File: config.mk
export PLATFORM = sky130hd
export DESIGN_NAME = envelope_adsr
export DESIGN_NICKNAME = d
export VERILOG_FILES = /design/src/rtl/envelope_adsr.sv
export SDC_FILE = /design/constraint.sdc
export NUM_CORES = 1
export LEC_CHECK = 0
export BUFFER_PORTS_ARGS = -buffer_cell sky130_fd_sc_hd__buf_2
export CAP_MARGIN = 20
export CORE_ASPECT_RATIO = 2
export CORE_MARGIN = 1
export CORE_UTILIZATION = 40
export CTS_CLUSTER_SIZE = 20
export DETAILED_ROUTE_END_ITERATION = 16
export PLACE_DENSITY = 0.65
export RECOVER_POWER = 50
export SETUP_SLACK_MARGIN = 0.5
export SLEW_MARGIN = 20
export SYNTH_ARGS = -nofsm -noshare
export SYNTH_HDL_FRONTEND = slang
export SYNTH_SLANG_ARGS = --single-unit
File: constraint.sdc
create_clock -name clk_i -period 8.8 [get_ports clk_i]
set_clock_uncertainty 0.2 [all_clocks]
set_input_delay 1.76 -clock clk_i [delete_from_list [all_inputs] [get_ports clk_i]]
set_output_delay 1.76 -clock clk_i [all_outputs]
set_load 0.05 [all_outputs]
File: src/rtl/envelope_adsr.sv
// rtl/envelope_adsr.sv - ADSR envelope generator scaling a signed sample stream by the envelope level.
module envelope_adsr #(
  parameter int width_p     = 12,
  parameter int env_width_p = 8,
  parameter int tick_div_p  = 12000
) (
  input  logic                          clk_i,
  input  logic                          reset_i,
  input  logic                          gate_i,
  input  logic [env_width_p-1:0]        attack_i,
  input  logic [env_width_p-1:0]        decay_i,
  input  logic [env_width_p-1:0]        sustain_i,
  input  logic [env_width_p-1:0]        release_i,
  input  logic                          valid_i,
  input  logic signed [width_p-1:0]     data_i,
  output logic                          ready_o,
  output logic                          valid_o,
  output logic signed [width_p-1:0]     data_o,
  input  logic                          ready_i,
  output logic [env_width_p-1:0]        env_o,
  output logic [2:0]                    state_o
);

  typedef enum logic [2:0] {
    IDLE    = 3'd0,
    ATTACK  = 3'd1,
    DECAY   = 3'd2,
    SUSTAIN = 3'd3,
    RELEASE = 3'd4
  } state_t;

  localparam int cnt_w_p  = (tick_div_p > 1) ? $clog2(tick_div_p) : 1;
  localparam int prod_w_p = width_p + env_width_p + 1;
  localparam logic [env_width_p-1:0] max_c = {env_width_p{1'b1}};

  state_t                    state_q, state_d;
  logic [env_width_p-1:0]    level_q, level_d;
  logic [cnt_w_p-1:0]        cnt_q, cnt_d;
  logic                      gate_prev_q;
  logic                      valid_q, valid_d;
  logic signed [width_p-1:0] data_q, data_d;

  logic                      tick;
  logic                      gate_rise;
  logic [env_width_p:0]      sum_att;
  logic [env_width_p:0]      dif_dec;
  logic [env_width_p:0]      dif_rel;
  logic                      accept;
  logic signed [prod_w_p-1:0] data_ext, lvl_ext, prod;
  logic                      unused_prod;

  assign tick      = (cnt_q == cnt_w_p'(tick_div_p - 1));
  assign cnt_d     = tick ? '0 : cnt_q + 1'b1;
  assign gate_rise = gate_i & ~gate_prev_q;

  // One extra bit exposes overflow (add) or borrow (subtract) for saturation.
  assign sum_att = {1'b0, level_q} + {1'b0, attack_i};
  assign dif_dec = {1'b0, level_q} - {1'b0, decay_i};
  assign dif_rel = {1'b0, level_q} - {1'b0, release_i};

  always_comb begin
    state_d = state_q;
    level_d = level_q;
    if (gate_rise) begin
      state_d = ATTACK;
    end else if (!gate_i && (state_q == ATTACK || state_q == DECAY || state_q == SUSTAIN)) begin
      state_d = RELEASE;
    end else if (tick) begin
      case (state_q)
        ATTACK: if (attack_i != '0) begin
          if (sum_att >= {1'b0, max_c}) begin
            level_d = max_c;
            state_d = DECAY;
          end else begin
            level_d = sum_att[env_width_p-1:0];
          end
        end
        DECAY: if (decay_i != '0) begin
          if (dif_dec[env_width_p] || (dif_dec[env_width_p-1:0] <= sustain_i)) begin
            level_d = sustain_i;
            state_d = SUSTAIN;
          end else begin
            level_d = dif_dec[env_width_p-1:0];
          end
        end
        SUSTAIN: level_d = sustain_i;
        RELEASE: if (release_i != '0) begin
          if (dif_rel[env_width_p] || (dif_rel[env_width_p-1:0] == '0)) begin
            level_d = '0;
            state_d = IDLE;
          end else begin
            level_d = dif_rel[env_width_p-1:0];
          end
        end
        default: ;
      endcase
    end
  end

  assign ready_o  = ~valid_q | ready_i;
  assign accept   = valid_i & ready_o;
  assign data_ext = prod_w_p'(data_i);
  assign lvl_ext  = prod_w_p'($signed({1'b0, level_q}));
  assign prod     = data_ext * lvl_ext;
  // Low bits of the product fall below the shift and carry no output information.
  assign unused_prod = ^{prod[prod_w_p-1:env_width_p+width_p], prod[env_width_p-1:0]};

  always_comb begin
    valid_d = valid_q;
    data_d  = data_q;
    if (accept) begin
      valid_d = 1'b1;
      data_d  = prod[env_width_p +: width_p];
    end else if (ready_i) begin
      valid_d = 1'b0;
    end
  end

  always_ff @(posedge clk_i) begin
    if (reset_i) begin
      state_q     <= IDLE;
      level_q     <= '0;
      cnt_q       <= '0;
      gate_prev_q <= 1'b0;
      valid_q     <= 1'b0;
      data_q      <= '0;
    end else begin
      state_q     <= state_d;
      level_q     <= level_d;
      cnt_q       <= cnt_d;
      gate_prev_q <= gate_i;
      valid_q     <= valid_d;
      data_q      <= data_d;
    end
  end

  assign valid_o = valid_q;
  assign data_o  = data_q;
  assign env_o   = level_q;
  assign state_o = state_q;

endmodule

==> results by group, run 1 <==
Critical path
  – R2R setup slack: 3.01 ns
  – Largest fanout on the critical path: 8
  – Worst R2R Path Depth: 16
  – Reg2Reg Capture Point: data_o[11]
  – Worst r2r src: env_o[2]
  – CP Launch Type: input port
  – WS Path Type: in2reg
  – CP arrival: 6.71 ns
  – Crit. End Element: flop
  – WP data required: 8.79 ns

Power and ir drop
  – Worst VDD drop: 0.123 mV
  – Final Power: 0.501 mW
  – Lkg Pwr: 3.49 nW
  – PD cells: 70.6 nW/um^2

STA
  – RSZ-0062 raised after global routing: false
  – Min cycle time layout: 6.72 ns
  – Max frequency: 0.149 GHz
  – Least-Margin Pin Slew: 1.38 ns
  – Setup tns final: 0 ns
  – Hold Slack: 0.251 ns
  – Period utilization: 0.764
  – Fin. max-slew vios: 0
  – Final setup margin: 2.08 ns
  – Final Hold Viols: 0
  – # setup viols final: 0
  – Slew HR: 0.0782

Placed design
  – Place WS: 1.77 ns
  – Cells after DPL: 1030
  – Dpl cell area: 6930 um^2
  – Port Buf Inserts: 73
  – Detailed Place HPWL: 14300 um
  – RD Place Congestion: 0.915

Synthesis
  – Cell taking the most area after synthesis: fa_1
  – Post-synth EDFFs: 0
  – Seq cells post-synth: 39
  – Mapped Area: 6360 um^2
  – Share of the synthesized area in the top cell type: 0.245
  – Top post-synthesis cells by area: fa_1 (25%), ha_1 (13%), dfxtp_1 (12%)
  – FFs w/ async S/R, synth: 0
  – Post-synthesis sequential area ratio: 0.123
  – Synth Flop Type: dfxtp_1
  – Syn_area_per_cell: 8.22 um^2
  – Synth warn: 0
  – Post-Synthesis Cells: 774
  – Post-synthesis net count: 969
  – Number of distinct library cells after synthesis: 68

GRT
  – Total gr overflow: 0
  – Largest net degree at the start of global routing: 30
  – First-pass GRT wire length: 28800 um
  – Number of global-route vias before repair: 6018
  – Initial antenna violation count: 0
  – GR Util All Layers: 0.223

CTS
  – CTS tree: done
  – Root Driver: clkbuf_16
  – Clock Pin Slew Worst Setup and Hold Paths: 0.06 ns
  – Postcts setup bufs: 0
  – Clock sinks: 39
  – Num CTS Buffers: 5
  – Skew-Pair Late Insertion Delay: 0.29 ns
  – Post-CTS sizing: 0
  – CTS Hold Buffers Added: 0
  – Deepest clock path buffer count: 2
  – H-tree depth: 2

Finish
  – FILL cells: 1557
  – Final instance area: 7100 um^2
  – Register area: 781 um^2
  – Multi-input gate area: 5020 um^2
  – Final Util: 0.459
  – Net count reported at finish: 1034
  – Area growth, synth to finish: 11.5%
  – Diode count: 0
  – Final Non-Filler Cells: 1038
  – Share of cells above drive strength 1: 0.0893

Floorplanning
  – Core ar.: 15500 um^2
  – Die H: 180 um
  – Die W: 91.2 um
  – Full die area: 16400 um^2
  – # IOs: 74
  – Initial Util: 0.412
  – Site row count: 64

Status
  – Status: completed

Drt
  – ANT nets after route: 0
  – WL/cell: 16.6 um
  – Drt first pass iters: 4
  – Via count: 5614
  – Iter 0 DRT Violations: 200
  – DRT Wirelength: 17300 um
  – DRC errors left: 0
  – Average vias per placed instance: 5.41

Hold path
  – Hold path cells: 2
  – Startpoint of the worst hold path: data_o[4]
  – Min-Delay Path Class: reg2reg
  – Hold Crit Endpoint: data_o[4]

Run
  – Max-Cap Viols: 0
## cell type report
cell class / count / share of cell area
Clock buffer: 6 / 0.0182
Clock inverter: 2 / 0.00846
Inverter: 131 / 0.0693
Multi-Input combinational cell: 586 / 0.707
Sequential cell: 39 / 0.110
Tap cell: 198 / 0.0349
Timing Repair Buffer: 76 / 0.0517
## cells by family after synthesis
family	Yosys count	share of synthesized area
compound gates	116	0.123
xor+xnor	41	0.0565
fa+ha+maj	146	0.379
buf+inv	149	0.0881
flops	39	0.123
mux	4	0.00688
simple gates	279	0.224
## cells in the final DEF, fill, tap and decap left out, drive strengths merged, types with 23 or more instances in the layout
cell type,instances
nand2,71
buf,59
ha,68
a21oi,34
dfxtp,39
and2,54
clkbuf,23
inv,131
fa,78
nor2,60
## critical path, cell delays in order
cell and delay, ns:
buf_2 0.14, and2_1 0.20, fa_1 0.58, inv_1 0.16, fa_1 0.56, inv_1 0.05
fa_1 0.47, inv_1 0.05, fa_1 0.53, inv_1 0.04, ha_1 0.33, a21o_1 0.20
a221o_1 0.36, a22o_2 0.29, o41a_1 0.35, or4b_1 0.46, and3_1 0.17
## cell usage after synthesis, types with 15 or more instances
master / count
fa_1: 78
xor2_1: 22
a21oi_1: 34
and2_1: 54
nor3_1: 17
nor2_1: 59
nand2_1: 71
inv_1: 131
ha_1: 68
dfxtp_1: 39
clkbuf_1: 15
xnor2_1: 19
## power by group
group | switching (mW) | total, mW | leakage, nW | internal [mW]
clock | 0.0786 | 0.241 | 0.0911 | 0.163
sequential | 0.00261 | 0.181 | 0.315 | 0.179
combinational | 0.0496 | 0.0785 | 3.09 | 0.0289
## flip-flops by register name, indices dropped and copies added (netlist names)
register     flops
cnt_q           14
valid_o          1
data_o          12
gate_prev_q      1
state_o          3
env_o            8
## metal layers
layer,routed length [um],up-vias,share of wire,global-route usage
met3,534,55,0.031,0.0245
met2,9970,150,0.58,0.450
met1,5910,2734,0.34,0.215
met4,874,0,0.051,0.111
met5,0,-,0,0
li1,-,2675,-,-
## worst max path at each step
| stage | from | to | slack [ns] | depth (start not counted) |
|---|---|---|---|---|
| 3_3_place_gp | data_i[11] | data_o[11] | 1.82 | 17 |
| 5_1_grt | data_i[11] | data_o[11] | 1.84 | 18 |
| 2_1_floorplan | data_i[11] | data_o[11] | 2.10 | 16 |
| 6_report | data_i[11] | data_o[11] | 2.08 | 17 |
| 4_1_cts | data_i[11] | data_o[11] | 2.06 | 17 |
| 3_5_place_dp | data_i[11] | data_o[11] | 1.77 | 17 |
Note: power is estimated with default switching activity, not from simulation.
==> run 2, diff against run 1 <==
- PLACE_DENSITY: 0.65 -> 0.67
- clock period: 8.8 -> 5.55 ns (I/O delays scaled with it)
==> run 2 against run 1 <==
Non-clock buffer count is 66 higher. Wire length is 8.0% higher. Design area is 12% higher. Critical endpoint unchanged. Highest routed layer unchanged. Die area stayed put. Clock-buffer cell count is 1 lower. First-iteration DRC count is 4.5% lower. Worst hold slack better by 0.0091 ns. Cell count is 6.4% higher. The run now ends with max-capacitance violations, negative setup slack left. Worst setup slack worse by 2.1 ns. Critical path depth is 1 lower. Sequential cell count stayed put.
==> results by group, run 2 (synthesis gave the netlist of run 1 again) <==
Finish
  – Commonest non-fill, non-tap cell in the layout: inv_1
  – Net count reported at finish: 1100 (+6.4%)
  – Share of cells above drive strength 1: 0.222 (+0.133)
  – Commonest cells after routing, fill and taps aside: inv_1 (119), fa_1 (73), nand2_1 (67), buf_4 (62), ha_1 (60)
  – Largest register by flop count: cnt_q
  – Final Util: 0.514 (+0.0544)
  – Max reg flops: 14 (unchanged)
  – Diode count: 0 (unchanged)
  – Area growth, synth to finish: 24.8%
  – FILL cells: 1499 (-3.7%)
  – Final Non-Filler Cells: 1104 (+6.4%)

Critical path
  – Worst r2r src: env_o[4]
  – WP data required: 5.53 ns (-3.26 ns)
  – Largest fanout on the critical path: 5 (-3)
  – Worst Setup SP: data_i[11]
  – CP Launch Type: input port
  – R2R setup slack: 0.16 ns (-2.85 ns)
  – CP cell instances: buf_8, and2_4, buf_4, fa_1, fa_1, fa_1, inv_1, fa_1, inv_2, ha_4, and3_4, a221o_1, a22o_4, o41a_1, or4b_1, and3_1
  – Critical path's most frequent cell: fa_1
  – CP arrival: 5.56 ns (-1.15 ns)
  – CP max-delay cell: fa_1
  – Buf+Inv Stages, Crit Path: 4 (-1)
  – Crit. End Element: flop
  – Worst stage delay on the critical path: 0.57 ns (about the same)
  – Cell family with most CP delay: adder cells
  – WS Path Type: in2reg

Power and ir drop
  – P_sw: 0.213 mW (+63%)
  – Lkg Pwr: 3.85 nW (+10%)
  – Clock share of power: 0.444 (-0.038)
  – Comb pwr share: 0.182 (+0.025)
  – Final Power: 0.768 mW (+53%)
  – PD cells: 96.7 nW/um^2 (+37%)
  – Internal power: 0.554 mW (+50%)
  – Reg power frac: 0.374 (+0.012)
  – Sw Ratio: 0.278 (+0.0167)
  – Worst VDD drop: 0.0974 mV (-21%)

Floorplanning
  – Site row count: 64 (unchanged)
  – # IOs: 74 (unchanged)
  – Core ar.: 15500 um^2 (unchanged)
  – Initial Util: 0.412 (unchanged)
  – Full die area: 16400 um^2 (unchanged)
  – Die W: 91.2 um (unchanged)
  – Die H: 180 um (unchanged)

CTS
  – Skew-Pair Late Insertion Delay: 0.29 ns (about the same)
  – Clock Pin Slew Worst Setup and Hold Paths: 0.06 ns (about the same)
  – Deepest clock path buffer count: 2 (unchanged)
  – Root Driver: clkbuf_16
  – Clock sinks: 39 (unchanged)
  – Num CTS Buffers: 5 (unchanged)
  – CTS tree: done
  – H-tree depth: 2 (unchanged)
  – CTS Hold Buffers Added: 0 (unchanged)

Status
  – Status: finished with violations
  – Failing checks: max-capacitance violations, negative setup slack

STA
  – Final Hold Viols: 0 (unchanged)
  – Period utilization: 1.01
  – Fin. max-slew vios: 0 (unchanged)
  – Max frequency: 0.179 GHz
  – Min cycle time layout: 5.58 ns
  – # setup viols final: 1 (+1)
  – Slew HR: 0.00728 (-0.0710)
  – Final setup margin: -0.0288 ns (-2.11 ns)
  – Least-Margin Pin Slew: 1.49 ns (+0.106 ns)
  – RSZ-0062 raised after global routing: true

GRT
  – Largest net degree at the start of global routing: 30 (unchanged)
  – First-pass GRT wire length: 29400 um (+2.2%)
  – Number of global-route vias before repair: 6187 (+2.8%)
  – Total gr overflow: 0 (unchanged)
  – GR Util All Layers: 0.232 (+0.00941)
  – Initial antenna violation count: 0 (unchanged)

Drt
  – Iter 0 DRT Violations: 191 (-4.5%)
  – ANT nets after route: 0 (unchanged)
  – DRC errors left: 0 (unchanged)
  – Average vias per placed instance: 5.31 (-1.8%)
  – DRT Wirelength: 18700 um (+8.0%)
  – Via count: 5864 (+4.5%)
  – Drt first pass iters: 4 (unchanged)
  – WL/cell: 16.9 um (+1.5%)

Placed design
  – Cells after DPL: 1086 (+5.4%)
  – Port Buf Inserts: 73 (unchanged)
  – RD Place Congestion: 0.925 (+1.1%)
  – Detailed Place HPWL: 15600 um (+9.1%)

Hold path
  – Min-Delay Path Class: reg2reg
  – Startpoint of the worst hold path: data_o[2]

Run
  – Max-Cap Viols: 1 (+1)
-- run 2: cell types whose count changed in the layout (fill, tap and decap cells not counted), moves of 6 or more --
cell     change
ha_4         +8
inv_1       -12
and2_4       +8
and2_1       -8
buf_2        -6
ha_1         -8
inv_2       +12
a21oi_1      -6
buf_4       +59
buf_6       +14
-- run 2: power groups by stage --
stage	sequential, mW	combinational, mW	clock [mW]
final	0.287	0.140	0.341
after CTS	0.287	0.137	0.349
after global placement	0.293	0.130	0
after global routing	0.288	0.154	0.360
after detailed placement	0.293	0.132	0
after floorplan	0.295	0.0680	0
-- run 2: per-stage QoR --
stage | hold slack, ns | area [um^2] | setup TNS [ns] | setup slack [ns]
after floorplan | 0.230 | 6410 | -0.184 | -0.184
after global placement | 0.239 | 7400 | -0.813 | -0.365
after detailed placement | 0.249 | 7400 | -0.932 | -0.396
after CTS | 0.258 | 7770 | -0.00803 | -0.00803
after global routing | 0.288 | 7940 | -0.317 | -0.166
final | 0.260 | 7940 | -0.0288 | -0.0288
-- run 2: area by class of cell --
type | count | area (um^2) | area share
clock inverters | 3 | 43.8 | 0.00552
clock buffers | 5 | 125 | 0.0158
flip-flops and latches | 39 | 781 | 0.0984
well taps | 198 | 248 | 0.0312
inverters | 131 | 492 | 0.0620
repair buffers | 142 | 945 | 0.119
multi-input cells | 586 | 5300 | 0.668
-- run 2: path summary, 6_finish.rpt --
path	endpoint	cells past startpoint
worst min-delay path	data_o[2]	2
worst min register to register	data_o[2]	2
worst max-delay path	data_o[11]	16
worst max register to register	data_o[11]	15
-- run 2: per-layer routing --
layer,routed length (um),vias to the layer above,global-route usage
li1,-,2811,-
met1,6200,2848,0.209
met2,10800,139,0.474
met3,421,66,0.0232
met4,1210,0,0.143
met5,0,-,0
-- run 2: what timing repair did --
| item | CTS | global route |
|---|---|---|
| pin swaps | 36 | 20 |
| buffers inserted | 3 | 7 |
| resized for setup | 44 | 35 |
| setup endpoints to repair | 9 | 12 |
| hold endpoints to repair | 0 | 0 |
-- run 2: tightest hold or removal path, delay by kind of cell (launching register included) --
family | cells | cell delay, ns
compound gates | 1 | 0.05
flops | 1 | 0.31
simple gates | 1 | 0.05
==> run 3, diff against run 2 <==
- REMOVE_ABC_BUFFERS: not set -> 1
==> run 3 against run 2 <==
The run ends with negative setup slack left. Worst hold slack got worse by 0.0098 ns. Clock power shrank 13%. Sequential share of layout area up 0.21 points. First-iteration DRC count unchanged. Clock-buffer cell count is the same. Global-route usage down 1.6 points. Via count down 1.9%. Design area is 2.1% lower. Register-to-register slack better by 0.22 ns. Combinational power is essentially flat. Critical path depth is 1 higher. Cell count fell by 0.91%. Critical path type unchanged. Highest routed layer unchanged.
==> results by group, run 3 (synthesis gave the netlist of run 1 again) <==
Placed design
  – Cells after DPL: 1080 (-0.55%)
  – RD Place Congestion: 0.901 (-2.6%)
  – Detailed Place HPWL: 14000 um (-10%)
  – Dpl cell area: 7300 um^2 (-1.3%)
  – Port Buf Inserts: 73 (unchanged)
  – Place WS: -0.664 ns (-0.268 ns)

Drt
  – Via count: 5755 (-1.9%)
  – Iter 0 DRT Violations: 191 (unchanged)
  – DRC errors left: 0 (unchanged)
  – WL/cell: 15.5 um (-8.4%)
  – Drt first pass iters: 5 (+1)
  – ANT nets after route: 0 (unchanged)
  – DRT Wirelength: 17000 um (-9.2%)
  – Average vias per placed instance: 5.26 (-0.96%)

Status
  – Status: finished with violations
  – Failing checks: negative setup slack

STA
  – Setup tns final: -0.129 ns (-0.101 ns)
  – RSZ-0062 raised after global routing: true
  – # setup viols final: 2 (+1)
  – Final Hold Viols: 0 (unchanged)
  – Least-Margin Pin Slew: 1.49 ns (-0.00205 ns)
  – Period utilization: 1.01 (+0.00957)
  – Slew HR: 0.00865 (+0.00137)
  – Max frequency: 0.178 GHz (-0.94%)
  – Min cycle time layout: 5.63 ns (+0.0531 ns)
  – Final setup margin: -0.0819 ns (-0.0531 ns)
  – Fin. max-slew vios: 0 (unchanged)

Hold path
  – Hold Crit Endpoint: data_o[3]
  – Min-Delay Path Class: reg2reg
  – Hold path cells: 2 (unchanged)
  – Startpoint of the worst hold path: data_o[3]

Finish
  – Final instance area: 7770 um^2 (-2.1%)
  – Final Non-Filler Cells: 1094 (-0.91%)
  – Area growth, synth to finish: 22.1%
  – Net count reported at finish: 1090 (-0.91%)
  – Diode count: 0 (unchanged)
  – Share of cells above drive strength 1: 0.202 (-0.0198)
  – Max reg flops: 14 (unchanged)
  – Commonest cells after routing, fill and taps aside: inv_1 (117), fa_1 (76), nand2_1 (67), ha_1 (62), nor2_1 (59)
  – Commonest non-fill, non-tap cell in the layout: inv_1
  – Largest register by flop count: cnt_q

Floorplanning
  – Die W: 91.2 um (unchanged)
  – Full die area: 16400 um^2 (unchanged)
  – # IOs: 74 (unchanged)
  – Core ar.: 15500 um^2 (unchanged)
  – Site row count: 64 (unchanged)
  – Die H: 180 um (unchanged)
  – Initial Util: 0.412 (unchanged)

Critical path
  – Largest fanout on the critical path: 7 (+2)
  – CP Launch Type: input port
  – CP arrival: 5.62 ns (+0.06 ns)
  – Worst R2R Path Depth: 15 (unchanged)
  – Reg2Reg Capture Point: data_o[11]
  – Crit. End Element: flop
  – WP data required: 5.54 ns (about the same)
  – WS Path Type: in2reg
  – Worst r2r src: env_o[4]
  – R2R setup slack: 0.38 ns (+0.22 ns)

GRT
  – Total gr overflow: 0 (unchanged)
  – GR Util All Layers: 0.216 (-0.0161)
  – First-pass GRT wire length: 28300 um (-3.7%)
  – Number of global-route vias before repair: 6147 (-0.65%)
  – Initial antenna violation count: 0 (unchanged)
  – Largest net degree at the start of global routing: 30 (unchanged)

Run
  – Max-Cap Viols: 0 (-1)

Power and ir drop
  – Worst VDD drop: 0.0935 mV (-4.0%)
  – Lkg Pwr: 3.78 nW (-1.6%)
  – Final Power: 0.720 mW (-6.2%)
  – PD cells: 92.7 nW/um^2 (-4.2%)

CTS
  – Clock sinks: 39 (unchanged)
  – Deepest clock path buffer count: 2 (unchanged)
  – Num CTS Buffers: 5 (unchanged)
  – Root Driver: clkbuf_16
  – Skew-Pair Late Insertion Delay: 0.30 ns (about the same)
  – Clock Pin Slew Worst Setup and Hold Paths: 0.06 ns (about the same)
  – H-tree depth: 2 (unchanged)
  – CTS Hold Buffers Added: 0 (unchanged)
  – CTS tree: done
## run 3: cell count changes in the layout (fill, tap and decap cells not counted), sizes merged
cell,delta
buf,-10
clkinv,-1
clkinvlp,+2
bufinv,-1
## run 3: area by class of cell
cell class,instances,area (um^2)
fillers,1505,7680
multi-input cells,586,5230
repair buffers,132,878
flip-flops and latches,39,781
inverters,131,492
well taps,198,248
clock buffers,5,125
clock inverters,3,20.0
## run 3: how the worst max path moves through the flow
stage	start	end	cells after the start
final	data_i[11]	data_o[11]	17
after CTS	data_i[11]	data_o[11]	17
after global placement	data_i[11]	data_o[11]	17
after floorplan	data_i[11]	data_o[11]	16
after global routing	data_i[11]	data_o[11]	17
after detailed placement	data_i[11]	data_o[11]	17
## run 3: critical path, cell delays in order
cell and delay [ns]:
buf_12 0.11, and2_4 0.16, fa_1 0.57, inv_2 0.07, fa_1 0.47, inv_1 0.05, fa_1 0.49, inv_2 0.04
fa_1 0.49, inv_2 0.05, ha_4 0.21, a21o_1 0.17, a221o_1 0.37, a22o_2 0.26, o41a_1 0.33, or4b_1 0.50
and3_1 0.19
## run 3: metrics by stage
step | utilization | hold slack, ns
finish | 0.503 | 0.250
global route | 0.503 | 0.270
CTS | 0.498 | 0.250
detailed placement | 0.473 | 0.242
global placement | 0.473 | 0.237
floorplan | - | 0.230
## run 3: power by group
group / total, mW / internal [mW] / switching, mW
Sequential: 0.287 / 0.283 / 0.00423
Combinational: 0.137 / 0.0567 / 0.0799
Clock: 0.296 / 0.166 / 0.130
Total: 0.720 / 0.506 / 0.215
## run 3: timing repair
action                     CTS  global route
pin swaps                   49            11
setup endpoints to repair    8            11
setup buffers                3             3
gates resized for setup     61            17
## run 3: layer usage
metal | wire length [um] | global-route usage | share of wire | vias up
met1 | 5830 | 0.206 | 0.34 | 2790
met5 | 0 | 0 | 0 | -
li1 | - | - | - | 2787
met2 | 9780 | 0.441 | 0.58 | 127
met4 | 765 | 0.108 | 0.045 | 0
met3 | 569 | 0.0198 | 0.034 | 51
